$ cat src/rtl/rect_flip_pkg.sv
// Shared types and helpers for the rectangle-flip engine.
// Build option RECT_FLIP_DEGEN_CHECK_EN is consumed by rect_flip_engine.
package rect_flip_pkg;

    typedef enum logic [1:0] {
        IDLE = 2'd0,
        RUN  = 2'd1,
        DONE = 2'd2
    } state_t;

    // Column-major layout with cell (0,0) in the MSB of the flattened matrix.
    function automatic int cell_idx(input int r, input int c, input int rows, input int cols);
        return rows * cols - 1 - (c * rows + r);
    endfunction

endpackage

$ cat src/rtl/rect_flip_if.sv
// Load / command / status bundle between the search controller and rect_flip_engine.
// master drives loads, commands and pause; slave is the engine.
interface rect_flip_if #(
    parameter int ROWS  = 4,
    parameter int COLS  = 4,
    parameter int CNT_W = 16
);
    localparam int N  = ROWS * COLS;
    localparam int RW = $clog2(ROWS);
    localparam int CW = $clog2(COLS);

    logic             load_valid;
    logic             load_ready;
    logic [N-1:0]     load_data;
    logic             cmd_valid;
    logic             cmd_ready;
    logic [RW-1:0]    cmd_r1;
    logic [RW-1:0]    cmd_r2;
    logic [CW-1:0]    cmd_c1;
    logic [CW-1:0]    cmd_c2;
    logic             pause;
    logic [N-1:0]     m_out;
    logic             busy;
    logic             done;
    logic [CNT_W-1:0] flip_cnt;
    logic             err;

    modport master (
        output load_valid, load_data, cmd_valid, cmd_r1, cmd_r2, cmd_c1, cmd_c2, pause,
        input  load_ready, cmd_ready, m_out, busy, done, flip_cnt, err
    );

    modport slave (
        input  load_valid, load_data, cmd_valid, cmd_r1, cmd_r2, cmd_c1, cmd_c2, pause,
        output load_ready, cmd_ready, m_out, busy, done, flip_cnt, err
    );

endinterface

$ cat src/rtl/rect_cmd_fifo.sv
// Synchronous command FIFO; push is ignored when full, pop is ignored when empty.
// The head is read combinationally so a pop and its apply land on the same edge.
module rect_cmd_fifo #(
    parameter int WIDTH = 8,
    parameter int DEPTH = 4
) (
    input  logic                     clk,
    input  logic                     srst,
    input  logic                     push,
    input  logic                     pop,
    input  logic [WIDTH-1:0]         din,
    output logic [WIDTH-1:0]         dout,
    output logic                     full,
    output logic                     empty,
    output logic [$clog2(DEPTH):0]   count
);
    localparam int AW = $clog2(DEPTH);

    logic [WIDTH-1:0] mem [DEPTH];
    logic [AW-1:0]    wr_ptr_reg;
    logic [AW-1:0]    rd_ptr_reg;
    logic [AW:0]      count_reg;
    logic             do_push;
    logic             do_pop;

    assign full    = (count_reg == (AW+1)'(DEPTH));
    assign empty   = (count_reg == '0);
    assign count   = count_reg;
    assign dout    = mem[rd_ptr_reg];
    assign do_push = push && !full;
    assign do_pop  = pop && !empty;

    always_ff @(posedge clk) begin
        if (do_push) begin
            mem[wr_ptr_reg] <= din;
        end
    end

    // DEPTH is a power of two, so the pointers wrap on their own.
    always_ff @(posedge clk) begin
        if (srst) begin
            wr_ptr_reg <= '0;
            rd_ptr_reg <= '0;
            count_reg  <= '0;
        end else begin
            if (do_push) wr_ptr_reg <= wr_ptr_reg + AW'(1);
            if (do_pop)  rd_ptr_reg <= rd_ptr_reg + AW'(1);
            case ({do_push, do_pop})
                2'b10:   count_reg <= count_reg + (AW+1)'(1);
                2'b01:   count_reg <= count_reg - (AW+1)'(1);
                default: count_reg <= count_reg;
            endcase
        end
    end

endmodule

$ cat src/rtl/rect_flip_engine.sv
// Queued rectangle-flip engine: buffers (r1,r2,c1,c2) commands and XOR-toggles the four corners.
// Define RECT_FLIP_DEGEN_CHECK_EN to reject degenerate commands with an err pulse.
module rect_flip_engine
    import rect_flip_pkg::*;
#(
    parameter int ROWS  = 4,
    parameter int COLS  = 4,
    parameter int DEPTH = 4,
    parameter int CNT_W = 16
) (
    input  logic       clk,
    input  logic       rst,
    rect_flip_if.slave bus
);
    localparam int N  = ROWS * COLS;
    localparam int RW = $clog2(ROWS);
    localparam int CW = $clog2(COLS);
    localparam int PW = 2 * RW + 2 * CW;
    localparam int AW = $clog2(DEPTH);

    typedef struct packed {
        logic [RW-1:0] r1;
        logic [RW-1:0] r2;
        logic [CW-1:0] c1;
        logic [CW-1:0] c2;
    } cmd_t;

    state_t           state_reg;
    state_t           state_next;
    logic [N-1:0]     m_reg;
    logic [CNT_W-1:0] cnt_reg;
    cmd_t             cmd_in;
    cmd_t             head;
    logic             full;
    logic             empty;
    logic [AW:0]      fifo_count;
    logic             push;
    logic             pop;
    logic             load_fire;
    logic             load_ready_int;
    logic             busy_int;
    logic             done_int;
    logic             in_range;
    logic             accept;
    logic [N-1:0]     mask;

    assign cmd_in    = '{r1: bus.cmd_r1, r2: bus.cmd_r2, c1: bus.cmd_c1, c2: bus.cmd_c2};
    assign push      = bus.cmd_valid && !full;
    assign load_fire = bus.load_valid && load_ready_int;

    rect_cmd_fifo #(
        .WIDTH (PW),
        .DEPTH (DEPTH)
    ) u_fifo (
        .clk   (clk),
        .srst  (rst),
        .push  (push),
        .pop   (pop),
        .din   (cmd_in),
        .dout  (head),
        .full  (full),
        .empty (empty),
        .count (fifo_count)
    );

    always_ff @(posedge clk) begin
        if (rst) state_reg <= IDLE;
        else     state_reg <= state_next;
    end

    always_comb begin
        state_next = state_reg;
        case (state_reg)
            IDLE: if (!empty) state_next = RUN;
            // Draining to empty with a push on the same edge keeps the run going.
            RUN:  if (pop && fifo_count == (AW+1)'(1) && !push) state_next = DONE;
            DONE: state_next = empty ? IDLE : RUN;
            default: state_next = IDLE;
        endcase
    end

    always_comb begin
        pop            = (state_reg == RUN) && !bus.pause && !empty;
        done_int       = (state_reg == DONE);
        busy_int       = (state_reg != IDLE) || !empty;
        load_ready_int = (state_reg == IDLE) && empty;
    end

    // A cell toggles iff it is hit an odd number of times by the four corners,
    // i.e. exactly one row selector and exactly one column selector match.
    for (genvar gi = 0; gi < ROWS; gi++) begin : g_row
        for (genvar gj = 0; gj < COLS; gj++) begin : g_col
            localparam int BIT = cell_idx(gi, gj, ROWS, COLS);
            assign mask[BIT] = ((head.r1 == RW'(gi)) ^ (head.r2 == RW'(gi)))
                             & ((head.c1 == CW'(gj)) ^ (head.c2 == CW'(gj)));
        end
    end

    assign in_range = (int'(head.r1) < ROWS) && (int'(head.r2) < ROWS)
                   && (int'(head.c1) < COLS) && (int'(head.c2) < COLS);

`ifdef RECT_FLIP_DEGEN_CHECK_EN
    logic degen;
    logic err_reg;

    assign degen  = (head.r1 == head.r2) || (head.c1 == head.c2);
    assign accept = in_range && !degen;

    always_ff @(posedge clk) begin
        if (rst) err_reg <= 1'b0;
        else     err_reg <= pop && !accept;
    end

    assign bus.err = err_reg;
`else
    assign accept  = in_range;
    assign bus.err = 1'b0;
`endif

    // Loads are only possible in IDLE with an empty FIFO, so they never meet a pop.
    always_ff @(posedge clk) begin
        if (rst) begin
            m_reg   <= '0;
            cnt_reg <= '0;
        end else if (load_fire) begin
            m_reg <= bus.load_data;
        end else if (pop && accept) begin
            m_reg <= m_reg ^ mask;
            if (cnt_reg != '1) cnt_reg <= cnt_reg + CNT_W'(1);
        end
    end

    assign bus.m_out      = m_reg;
    assign bus.flip_cnt   = cnt_reg;
    assign bus.busy       = busy_int;
    assign bus.done       = done_int;
    assign bus.load_ready = load_ready_int;
    assign bus.cmd_ready  = !full;

endmodule

$ cat src/flat_wrapper.sv
// flat-port wrapper written by rule: the top's interface ports become plain ports
module rect_flip_engine_flat import rect_flip_pkg::*;
#(
    parameter int ROWS  = 4,
    parameter int COLS  = 4,
    parameter int DEPTH = 4,
    parameter int CNT_W = 16
)
  (clk, rst, bus_load_valid, bus_load_data, bus_cmd_valid, bus_cmd_r1, bus_cmd_r2, bus_cmd_c1, bus_cmd_c2, bus_pause, bus_load_ready, bus_cmd_ready, bus_m_out, bus_busy, bus_done, bus_flip_cnt, bus_err);
  rect_flip_if #(.ROWS(ROWS), .COLS(COLS), .CNT_W(CNT_W)) bus_i ();
  input  logic clk;
  input  logic rst;
  input wire logic [$bits(bus_i.load_valid)-1:0] bus_load_valid;
  input wire logic [$bits(bus_i.load_data)-1:0] bus_load_data;
  input wire logic [$bits(bus_i.cmd_valid)-1:0] bus_cmd_valid;
  input wire logic [$bits(bus_i.cmd_r1)-1:0] bus_cmd_r1;
  input wire logic [$bits(bus_i.cmd_r2)-1:0] bus_cmd_r2;
  input wire logic [$bits(bus_i.cmd_c1)-1:0] bus_cmd_c1;
  input wire logic [$bits(bus_i.cmd_c2)-1:0] bus_cmd_c2;
  input wire logic [$bits(bus_i.pause)-1:0] bus_pause;
  output wire logic [$bits(bus_i.load_ready)-1:0] bus_load_ready;
  output wire logic [$bits(bus_i.cmd_ready)-1:0] bus_cmd_ready;
  output wire logic [$bits(bus_i.m_out)-1:0] bus_m_out;
  output wire logic [$bits(bus_i.busy)-1:0] bus_busy;
  output wire logic [$bits(bus_i.done)-1:0] bus_done;
  output wire logic [$bits(bus_i.flip_cnt)-1:0] bus_flip_cnt;
  output wire logic [$bits(bus_i.err)-1:0] bus_err;
  assign bus_i.load_valid = bus_load_valid;
  assign bus_i.load_data = bus_load_data;
  assign bus_i.cmd_valid = bus_cmd_valid;
  assign bus_i.cmd_r1 = bus_cmd_r1;
  assign bus_i.cmd_r2 = bus_cmd_r2;
  assign bus_i.cmd_c1 = bus_cmd_c1;
  assign bus_i.cmd_c2 = bus_cmd_c2;
  assign bus_i.pause = bus_pause;
  assign bus_load_ready = bus_i.load_ready;
  assign bus_cmd_ready = bus_i.cmd_ready;
  assign bus_m_out = bus_i.m_out;
  assign bus_busy = bus_i.busy;
  assign bus_done = bus_i.done;
  assign bus_flip_cnt = bus_i.flip_cnt;
  assign bus_err = bus_i.err;
  rect_flip_engine #(.ROWS(ROWS), .COLS(COLS), .DEPTH(DEPTH), .CNT_W(CNT_W)) u_core (.clk(clk), .rst(rst), .bus(bus_i));
endmodule
$ cat config.mk
export PLATFORM = sky130hd
export DESIGN_NAME = rect_flip_engine_flat
export DESIGN_NICKNAME = d
export VERILOG_FILES = /design/src/rtl/rect_flip_pkg.sv /design/src/rtl/rect_flip_if.sv /design/src/rtl/rect_cmd_fifo.sv /design/src/rtl/rect_flip_engine.sv /design/src/flat_wrapper.sv
export SDC_FILE = /design/constraint.sdc
export NUM_CORES = 1
export LEC_CHECK = 0
export CELL_PAD_IN_SITES_DETAIL_PLACEMENT = 1
export CELL_PAD_IN_SITES_GLOBAL_PLACEMENT = 2
export CORE_MARGIN = 2
export CORE_UTILIZATION = 34
export CTS_CLUSTER_DIAMETER = 40
export CTS_CLUSTER_SIZE = 10
export DETAILED_ROUTE_END_ITERATION = 10
export HOLD_SLACK_MARGIN = 0.05
export PLACE_DENSITY_LB_ADDON = 0.05
export SETUP_SLACK_MARGIN = 0.15
export SYNTH_ARGS = -nofsm -noshare
export SYNTH_HDL_FRONTEND = slang
export SYNTH_SLANG_ARGS = --single-unit
$ cat constraint.sdc
create_clock -name clk -period 3.47 [get_ports clk]
set_clock_uncertainty 0.15 [all_clocks]
set_input_delay 0.694 -clock clk [delete_from_list [all_inputs] [get_ports clk]]
set_output_delay 0.694 -clock clk [all_outputs]
set_load 0.03 [all_outputs]
==> reports/summary.txt, run 1 <==
Combinational Power Share = 27.2%
1st-pass router iterations = 6
Post-cts resize count = 0
Layout cells sized above 1 = 14.4%
Worst Hold Endpoint = u_core.bus.flip_cnt[15]$_SDFFE_PP0P_
Final setup TNS = 0 ns
Crit Path Class = flip-flop to output port
Hold Crit Depth = 2
Post-route ant nets = 0
Post-CTS Hold Buffers = 0
Max reg flops = 32
Register area share after synthesis = 49.8%
VDD IR-drop max = 217 uV
Most used flip-flop cell after synthesis = dfxtp_1
Crit path buf inv count = 2
TritonCTS buffer count = 9
Reg with most FFs = u_core.u_fifo.mem
Worst Path Max Fanout = 4
Worst reg2reg setup slack = 0.85 ns
Critical-path cell list = inv_1 > ha_1 > nor4b_2 > clkdlybuf4s50_1
# diodes = 0
Top layer reached by signal wires = met4
Final HPWL DP = 6.26 mm
Die extent in y = 108 um
Syn nets = 371
Worst-case reg-to-reg path depth = 5
Met1 WL = 4.44 mm
Outcome = finished clean
Core ar. = 10400 um2
Routed vias/inst = 5.06
Synth Area in XOR/XNOR = 7.22%
Compound-cell area share of the yosys netlist = 10.3%
First-pass GRT wire length = 14.6 mm
Setup bufs post-CTS = 0
Routed via count = 2729
Switching power = 0.841 mW
Placed Instances = 523
Routability cong. = 0.755
Seq pwr share = 42.5%
DR iter-0 viols = 90
Synth Area per Inst = 11.0 um2
# H-tree levels = 3
Overall die area = 11600 um2
Antenna violations before repair = 0
Worst EP required = 2.63 ns
Starting Density = 35.3%
Multiplexer share of the synthesized area = 5.47%
Final setup fails = 0
TritonCTS clock tree = built
Post-Route WL = 8.88 mm
Final period utilization = 86.1%
Pleak = 1.62 nW
Clock Root Buffer = clkbuf_8
# rows = 37
Crit-path slowest cell = clkdlybuf4s50_1
Area grow syn2layout = 27.4%
Main combinational cell family by area after synthesis = simple AND/OR/NAND/NOR gates
Largest net degree at the start of global routing = 22
Net Sw Frac = 34.1%
Yosys top cell by area = edfxtp_1
Internal power = 1.62 mW
Simple-gate share of the synthesized area = 20.8%
Hold Crit Class = flip-flop to flip-flop
Clock Sinks = 75
Wire per inst = 16.5 um
Adder-cell share of the synthesized area = 3.42%
Arrival @ worst endpoint = 2.14 ns
Met3 WL post-DR = 412 um
Clock Latency Late Sink = 0.36 ns
Most frequent cell after synthesis = dfxtp_1
Post-Synthesis Cells = 332
Met2 WL = 3.94 mm
Synth Cell Area = 3660 um2
Synth top area share = 26.3%
CP Launch Type = flip-flop
Drt drc = 0
#FFs+latches synth = 75
Final Hold Violating Endpoints = 0
IO Count = 66
Vias in the first global route = 2849
Critical path capture point type = output port
Bufs on Longest Clock Path = 2
Fmax = 335 MHz
Synth top area cells = edfxtp_1, dfxtp_1, mux4_2
Clock Power Share = 30.3%
Post-synth top cells = dfxtp_1, nand2_1, edfxtp_1, nor2_1
Chip Width = 108 um
Final slew viol count = 0
Port buffer count = 64
Clock transition at path regs = 0.09 ns
Share of synthesized flip-flops with an asynchronous set or reset = 0%
Non-Filler Instances = 539
Tmin final = 2.99 ns
Post-synthesis cell type count = 49
Ys Warns = 0
Max_cap viols = 0
GRT Util Overall = 16.4%
Tot Pwr = 2.46 mW
Nets = 437
Delay-heaviest family, CP = buffers and inverters
Slew HR = 51.4%
Hold path startpoint = u_core.bus.flip_cnt[15]$_SDFFE_PP0P_
GRT overflow = 0
R2R Path End = u_core.bus.m_out[14]$_SDFFE_PP0P_
Worst slew pin tran = 0.727 ns
Post-synth EDFFs = 32
Unrepaired setup endpoints after global routing = false
Power Dens Cells = 529 nW/um2
Crit-path max cell delay = 0.75 ns
-- stage by stage --
stage          utilization (%)  hold slack, ns  worst slack [ns]  cell area (um2)
4_1_cts                   44.9           0.364             0.447             4660
6_report                  44.9           0.365             0.484             4660
2_1_floorplan                -           0.335             0.973             3660
5_1_grt                   44.9           0.381             0.335             4660
3_5_place_dp              42.9           0.346             0.570             4450
3_3_place_gp              42.9           0.342             0.644             4450
-- tightest hold or removal path: stages (launching register included) --
cell,delay (ns)
dfxtp_1,0.35
o31ai_1,0.07
a21oi_1,0.06
-- power groups by stage --
stage / Sequential (mW) / Combinational, mW / Clock (mW)
after global placement: 1.07 / 0.667 / 0
after floorplan: 1.12 / 0.384 / 0
after detailed placement: 1.07 / 0.678 / 0
after global routing: 1.06 / 0.737 / 0.810
final: 1.05 / 0.671 / 0.747
after CTS: 1.05 / 0.681 / 0.774
-- routing by layer --
| metal | GRT usage, % | vias up |
|---|---|---|
| li1 | - | 1348 |
| met1 | 22.1 | 1329 |
| met2 | 25.7 | 46 |
| met3 | 4.66 | 6 |
| met4 | 4.95 | 0 |
| met5 | 0 | - |
-- cells in the final DEF, fill, tap and decap left out, drive strengths merged, types with 4 or more instances in the layout --
cell type      instances
a21oi                 10
a31o                  13
a31oi                 14
and3                  10
and4                   5
buf                    7
clkbuf                 9
clkdlybuf4s50         64
dfxtp                 43
edfxtp                32
ha                    10
inv                   14
mux4                   8
nand2                 37
nand2b                 4
nand3                  7
nand3b                 5
nand4b                14
nor2                  27
nor2b                  5
o211ai                 5
o21ai                  9
or3                    8
xnor2                  7
xor2                  15
-- layout make-up --
| cell class | count | area (um2) |
|---|---|---|
| tap | 136 | 170 |
| timing repair buffer | 71 | 693 |
| fill | 1152 | 5710 |
| clock buffer | 9 | 124 |
| clock inverter | 7 | 88.8 |
| multi-input combinational | 232 | 1730 |
| sequential | 75 | 1820 |
| inverter | 9 | 33.8 |
-- worst max path at each step --
stage	start	end	cells past startpoint
floorplan	u_core.u_fifo.count[0]$_SDFFE_PP0P_	u_core.bus.m_out[0]$_SDFFE_PP0P_	8
global placement	bus_pause	u_core.bus.flip_cnt[15]$_SDFFE_PP0P_	5
detailed placement	bus_pause	u_core.bus.flip_cnt[14]$_SDFFE_PP0P_	6
CTS	u_core.u_fifo.count[1]$_SDFFE_PP0P_	bus_load_ready	4
global route	u_core.u_fifo.count[1]$_SDFFE_PP0P_	bus_load_ready	4
finish	u_core.u_fifo.count[1]$_SDFFE_PP0P_	bus_load_ready	4
-- cell families (layout without fill, tap and decap cells) --
logic type / after synthesis / after routing
xor+xnor: 22 / 22
buf+inv: 25 / 96
simple gates: 133 / 133
fa+ha+maj: 10 / 10
other cells: 1 / 1
flops: 75 / 75
compound gates: 56 / 56
mux: 10 / 10
No activity file was read; power rests on OpenSTA's default activity.
==> run 2, diff against run 1 <==
clock period = 3.2 ns   (was 3.47 ns; I/O delays follow)
==> run 2 against run 1 <==
Net effect: global-route usage barely moved; worst hold slack got worse by 0.018 ns; total power rose by 6.4%; first-iteration DRC count fell by 3.3%; die area did not move; design area fell by 0.21%; final cell count did not move; clock power rose by 2.8%; via count rose by 2.3%; sequential power rose by 9%; combinational power rose by 7.2%; count of clock-buffer cells in the layout did not move; critical endpoint is now bus_busy.
==> reports/summary.txt, run 2 (synthesis results as in run 1) <==
Routability cong. = 0.726 (-3.8%)
Most frequent cells in the layout = clkdlybuf4s50_1, dfxtp_1, nand2_1, edfxtp_1, nor2_1
Critical path capture point type = output port
Pleak = 1.62 nW (about the same)
Unrepaired setup endpoints after global routing = false
Routed vias/inst = 5.18 (+2.3%)
Clock transition at path regs = 0.09 ns (about the same)
Wire per inst = 16.2 um (-1.6%)
Bufs on Longest Clock Path = 2 (unchanged)
Outcome = finished clean
Post-Route WL = 8.73 mm (-1.6%)
Reg with most FFs = u_core.u_fifo.mem
Slew HR = 63.8% (+12 points)
Worst Path Max Fanout = 4 (unchanged)
Core ar. = 10400 um2 (unchanged)
Final setup fails = 0 (unchanged)
Post-route ant nets = 0 (unchanged)
Routed via count = 2793 (+2.3%)
Setup bufs post-CTS = 0 (unchanged)
IO Count = 66 (unchanged)
VDD IR-drop max = 245 uV (+13%)
TritonCTS buffer count = 9 (unchanged)
Area grow syn2layout = 27.1%
Finished Core Util = 44.8% (-0.096 points)
Port buffer count = 64 (unchanged)
Nets = 437 (unchanged)
Largest net degree at the start of global routing = 38 (+73%)
Crit Path Class = flip-flop to output port
Starting Density = 35.3% (unchanged)
Final HPWL DP = 6.25 mm (-0.12%)
# H-tree levels = 3 (unchanged)
Clock Latency Late Sink = 0.36 ns (about the same)
TritonCTS clock tree = built
Clock Sinks = 75 (unchanged)
Power Dens Cells = 564 nW/um2 (+6.7%)
Worst EP required = 2.41 ns (-0.22 ns)
Final period utilization = 89.7%
Overall die area = 11600 um2 (unchanged)
Tmin final = 2.87 ns
GRT Util Overall = 16.4% (-0.036 points)
Post-CTS Hold Buffers = 0 (unchanged)
Hold Crit Class = flip-flop to flip-flop
1st-pass router iterations = 4 (-2)
Worst slew pin tran = 0.542 ns (-0.185 ns)
Fmax = 348 MHz
Final Hold Violating Endpoints = 0 (unchanged)
Max reg flops = 32 (unchanged)
Chip Width = 108 um (unchanged)
CP Launch Type = flip-flop
Max_cap viols = 0 (unchanged)
Hold slack = 0.347 ns (-0.0183 ns)
Clock Root Buffer = clkbuf_8
Arrival @ worst endpoint = 2.08 ns (-0.06 ns)
Drt drc = 0 (unchanged)
Layout cells sized above 1 = 14.1% (-0.25 points)
DR iter-0 viols = 87 (-3.3%)
Antenna violations before repair = 0 (unchanged)
Commonest non-fill, non-tap cell in the layout = clkdlybuf4s50_1
GRT overflow = 0 (unchanged)
# rows = 37 (unchanged)
# diodes = 0 (unchanged)
First-pass GRT wire length = 14.6 mm (-0.14%)
Final slew viol count = 0 (unchanged)
Vias in the first global route = 2871 (+0.77%)
Final setup TNS = 0 ns (unchanged)
Die extent in y = 108 um (unchanged)
run 2: cell types whose count changed in the layout (fill, tap and decap cells not counted), sizes merged:
cell	before	now
clkinv	0	3
dlymetal6s2s	0	1
clkdlybuf4s50	64	63
inv	14	11
run 2: cell type report:
class | count | area [um2]
repair buffers | 71 | 696
clock inverters | 7 | 76.3
well taps | 136 | 170
clock buffers | 9 | 124
flip-flops and latches | 75 | 1820
inverters | 9 | 33.8
fillers | 1166 | 5720
multi-input cells | 232 | 1730
run 2: final timing paths:
check                           cells after the start                                 start                                   end  slack [ns]
worst max-delay path                                5   u_core.u_fifo.count[0]$_SDFFE_PP0P_                              bus_busy        0.33
worst min-delay path                                2  u_core.bus.flip_cnt[15]$_SDFFE_PP0P_  u_core.bus.flip_cnt[15]$_SDFFE_PP0P_        0.35
worst max register to register                      5                             flip-flop     u_core.bus.m_out[14]$_SDFFE_PP0P_        0.66
worst min register to register                      2  u_core.bus.flip_cnt[15]$_SDFFE_PP0P_  u_core.bus.flip_cnt[15]$_SDFFE_PP0P_        0.35
run 2: timing repair:
action,CTS,global route
resized for setup,0,1
endpoints found under the hold margin,0,0
endpoints found under the setup margin,0,1
run 2: power breakdown:
part	internal (mW)	switching [mW]
clock	0.366	0.402
sequential	1.08	0.0605
combinational	0.301	0.418
total	1.74	0.881
run 2: metal layers:
layer	global-route usage, %	share of wire [%]	up-vias
met4	5.49	1.4	0
met3	4.84	5.4	10
met5	0	0	-
met1	22.5	50	1365
met2	24.8	44	65
li1	-	-	1353
run 2: critical path, stage by stage (launching register included):
cell,delay [ns]
dfxtp_1,0.36
inv_1,0.10
ha_1,0.19
nor4b_2,0.39
inv_1,0.08
clkdlybuf4s50_1,0.60
run 2: stage by stage:
| stage | worst slack, ns | instance area, um2 | total power, mW | std cells |
|---|---|---|---|---|
| 2_1_floorplan | 0.703 | 3660 | 1.63 | 332 |
| 3_3_place_gp | 0.502 | 4450 | 1.87 | 523 |
| 3_5_place_dp | 0.472 | 4450 | 1.89 | 523 |
| 4_1_cts | 0.182 | 4650 | 2.66 | 539 |
| 5_1_grt | 0.175 | 4650 | 2.77 | 539 |
| 6_report | 0.328 | 4650 | 2.62 | 539 |
==> run 3, diff against run 2 <==
ABC_AREA = 1   (was unset)
CORE_UTILIZATION = 30   (was 34)
==> run 3 against run 2 <==
Net effect: setup slack better by 0.14 ns; worst hold slack worse by 0.025 ns; via count is 36% higher; design area is 12% higher; clock power is 50% higher; register-to-register slack worse by 0.02 ns; sequential share of layout area is 4.3 points lower; critical path type unchanged.
==> reports/summary.txt, run 3 <==
Worst Path Max Fanout = 4 (unchanged)
Post-route ant nets = 0 (unchanged)
Drt drc = 0 (unchanged)
Final HPWL DP = 8.70 mm (+39%)
Chip Width = 120 um (+12%)
Arrival @ worst endpoint = 1.94 ns (-0.14 ns)
Overall die area = 14500 um2 (+25%)
Tmin final = 2.73 ns (-0.139 ns)
Synth Area per Inst = 7.29 um2 (-34%)
Yosys top cell by area = edfxtp_1
Internal power = 2.05 mW (+18%)
Max_cap viols = 0 (unchanged)
Vias in the first global route = 4025 (+40%)
Power Dens Cells = 563 nW/um2 (-0.12%)
Net Sw Frac = 30.3% (-3.2 points)
GRT Util Overall = 17.4% (+0.98 points)
Post-cts resize count = 0 (unchanged)
Port buffer count = 64 (unchanged)
Crit path buf inv count = 3 (unchanged)
Reg with most FFs = u_core.u_fifo.mem
IO Count = 66 (unchanged)
Pleak = 2.09 nW (+29%)
Setup WS pre-CTS = 0.525 ns (+0.0540 ns)
TritonCTS clock tree = built
Delay-heaviest family, CP = buffers and inverters
Clock Power Share = 39.3% (+10 points)
GRT overflow = 0 (unchanged)
Routed via count = 3801 (+36%)
Final setup fails = 0 (unchanged)
Tot Pwr = 2.94 mW (+12%)
Synth top area cells = edfxtp_1, dfxtp_1, nand2_1
Synth Cell Area = 4050 um2 (+11%)
CP Launch Type = flip-flop
Most frequent cell after synthesis = nand2_1
Seq pwr share = 37.5% (-5.8 points)
PnR worst setup slack = 0.467 ns (+0.139 ns)
Outcome = finished clean
Crit Path Class = flip-flop to output port
Routed vias/inst = 4.72 (-8.9%)
Post-CTS Hold Buffers = 0 (unchanged)
Clock Root Buffer = clkbuf_16
Post-synthesis cell type count = 27 (-45%)
Hold Crit Class = flip-flop to flip-flop
Slew HR = 60.2% (-3.6 points)
# rows = 42 (+14%)
Worst slew pin tran = 0.597 ns (+0.0546 ns)
Nets = 663 (+52%)
Most frequent cells in the layout = nand2_1, nand3_1, inv_1, clkdlybuf4s50_1, dfxtp_1
Hold slack = 0.322 ns (-0.0247 ns)
Final slew viol count = 0 (unchanged)
Clock transition at path regs = 0.06 ns (-0.03 ns)
Crit-path slowest cell = clkdlybuf4s50_1
#FFs+latches synth = 75 (unchanged)
Worst EP required = 2.41 ns (about the same)
Core ar. = 13200 um2 (+28%)
Largest net degree at the start of global routing = 23 (-39%)
Switching power = 0.892 mW (+1.3%)
Routability cong. = 0.756 (+4.2%)
Ys Warns = 0 (unchanged)
# H-tree levels = 3 (unchanged)
Wire per inst = 14.7 um (-9.3%)
DR iter-0 viols = 155 (+78%)
Synth top area share = 23.7% (-2.6 points)
Fmax = 366 MHz (+5.1%)
First-pass GRT wire length = 19.7 mm (+35%)
Final Hold Violating Endpoints = 0 (unchanged)
TritonCTS buffer count = 9 (unchanged)
Max reg flops = 32 (unchanged)
Crit-path max cell delay = 0.64 ns (+0.04 ns)
Post-synth EDFFs = 32 (unchanged)
Worst reg2reg setup slack = 0.64 ns (-0.02 ns)
Bufs on Longest Clock Path = 2 (unchanged)
Die extent in y = 120 um (+12%)
Setup bufs post-CTS = 0 (unchanged)
Post-Route WL = 11.8 mm (+36%)
Clock Sinks = 75 (unchanged)
Syn nets = 595 (+60%)
Critical path capture point type = output port
Combinational Power Share = 23.2% (-4.2 points)
1st-pass router iterations = 4 (unchanged)
Clock Latency Late Sink = 0.34 ns (-0.02 ns)
Critical Path Most Common Cell = inv_1
Layout cells sized above 1 = 6.20% (-7.9 points)
Commonest non-fill, non-tap cell in the layout = nand2_1
Unrepaired setup endpoints after global routing = false
Post-synth top cells = nand2_1, nand3_1, inv_1, dfxtp_1, a21oi_1
Final period utilization = 85.4% (-4.3 points)
Final setup TNS = 0 ns (unchanged)
Critical-path cell list = inv_1 > ha_1 > inv_1 > nor2_2 > nand2_1 > clkdlybuf4s50_1
# diodes = 0 (unchanged)
VDD IR-drop max = 228 uV (-6.6%)
Antenna violations before repair = 0 (unchanged)
Register area share after synthesis = 45.0% (-4.8 points)
Starting Density = 30.6% (-4.7 points)
Share of synthesized flip-flops with an asynchronous set or reset = 0% (unchanged)
Post-Synthesis Cells = 556 (+67%)
Most used flip-flop cell after synthesis = dfxtp_1
Area grow syn2layout = 28.8%
run 3: worst min-delay path, delay by kind of cell, from the launching register on:
kind                   cells  cell delay (ns)
AOI/OAI and AO/OA          1             0.07
buffers and inverters      1             0.06
DFF                        1             0.29
run 3: cell families (layout without fill, tap and decap cells):
kind of cell             Yosys count  in the layout  share of synthesized area [%]
AND/OR/NAND/NOR                  304            304                           32.6
buffers and inverters             88            161                           9.17
flip-flops                        75             75                           45.0
AO/OA/AOI/OAI                     73             73                           9.02
adder cells (fa/ha/maj)           10             10                           3.09
XOR/XNOR                           5              5                           1.08
other                              1              1                         0.0925
run 3: power groups by stage:
stage	clock network (mW)	registers [mW]	logic (mW)
after floorplan	0	1.17	0.393
after global placement	0	1.12	0.678
final	1.15	1.10	0.683
after global routing	1.23	1.11	0.777
after detailed placement	0	1.12	0.695
after CTS	1.19	1.10	0.698
run 3: metal layers:
metal / GRT usage [%] / wire length, um / up-vias
li1: - / - / 1937
met1: 22.5 / 5670 / 1794
met2: 29.2 / 5600 / 57
met3: 2.69 / 361 / 13
met4: 6.76 / 198 / 0
met5: 0 / 0 / -
run 3: path summary, 6_finish.rpt:
| kind | endpoint | from | cells after the start |
|---|---|---|---|
| setup reg to reg | u_core.bus.m_out[9]$_SDFFE_PP0P_ | u_core.u_fifo.count[0]$_SDFFE_PP0P_ | 12 |
| hold reg to reg | u_core.u_fifo.rd_ptr_reg[1]$_SDFFE_PP0P_ | u_core.u_fifo.rd_ptr_reg[1]$_SDFFE_PP0P_ | 2 |
| setup / recovery | bus_busy | u_core.u_fifo.count[0]$_SDFFE_PP0P_ | 6 |
| hold / removal | u_core.u_fifo.rd_ptr_reg[1]$_SDFFE_PP0P_ | u_core.u_fifo.rd_ptr_reg[1]$_SDFFE_PP0P_ | 2 |
run 3: final cells by class:
type / count / area, um2
clock buffers: 11 / 233
clock inverters: 5 / 101
fillers: 1648 / 8020
inverters: 71 / 267
multi-input cells: 393 / 1860
flip-flops and latches: 75 / 1820
well taps: 176 / 220
repair buffers: 74 / 718
run 3: through the flow:
| step | cells | area (um2) | utilization, % |
|---|---|---|---|
| final | 805 | 5220 | 39.4 |
| after global routing | 805 | 5220 | 39.4 |
| after CTS | 805 | 5220 | 39.4 |
| after detailed placement | 789 | 4880 | 36.9 |
| after global placement | 789 | 4880 | 36.9 |
| after floorplan | 556 | 4050 | - |
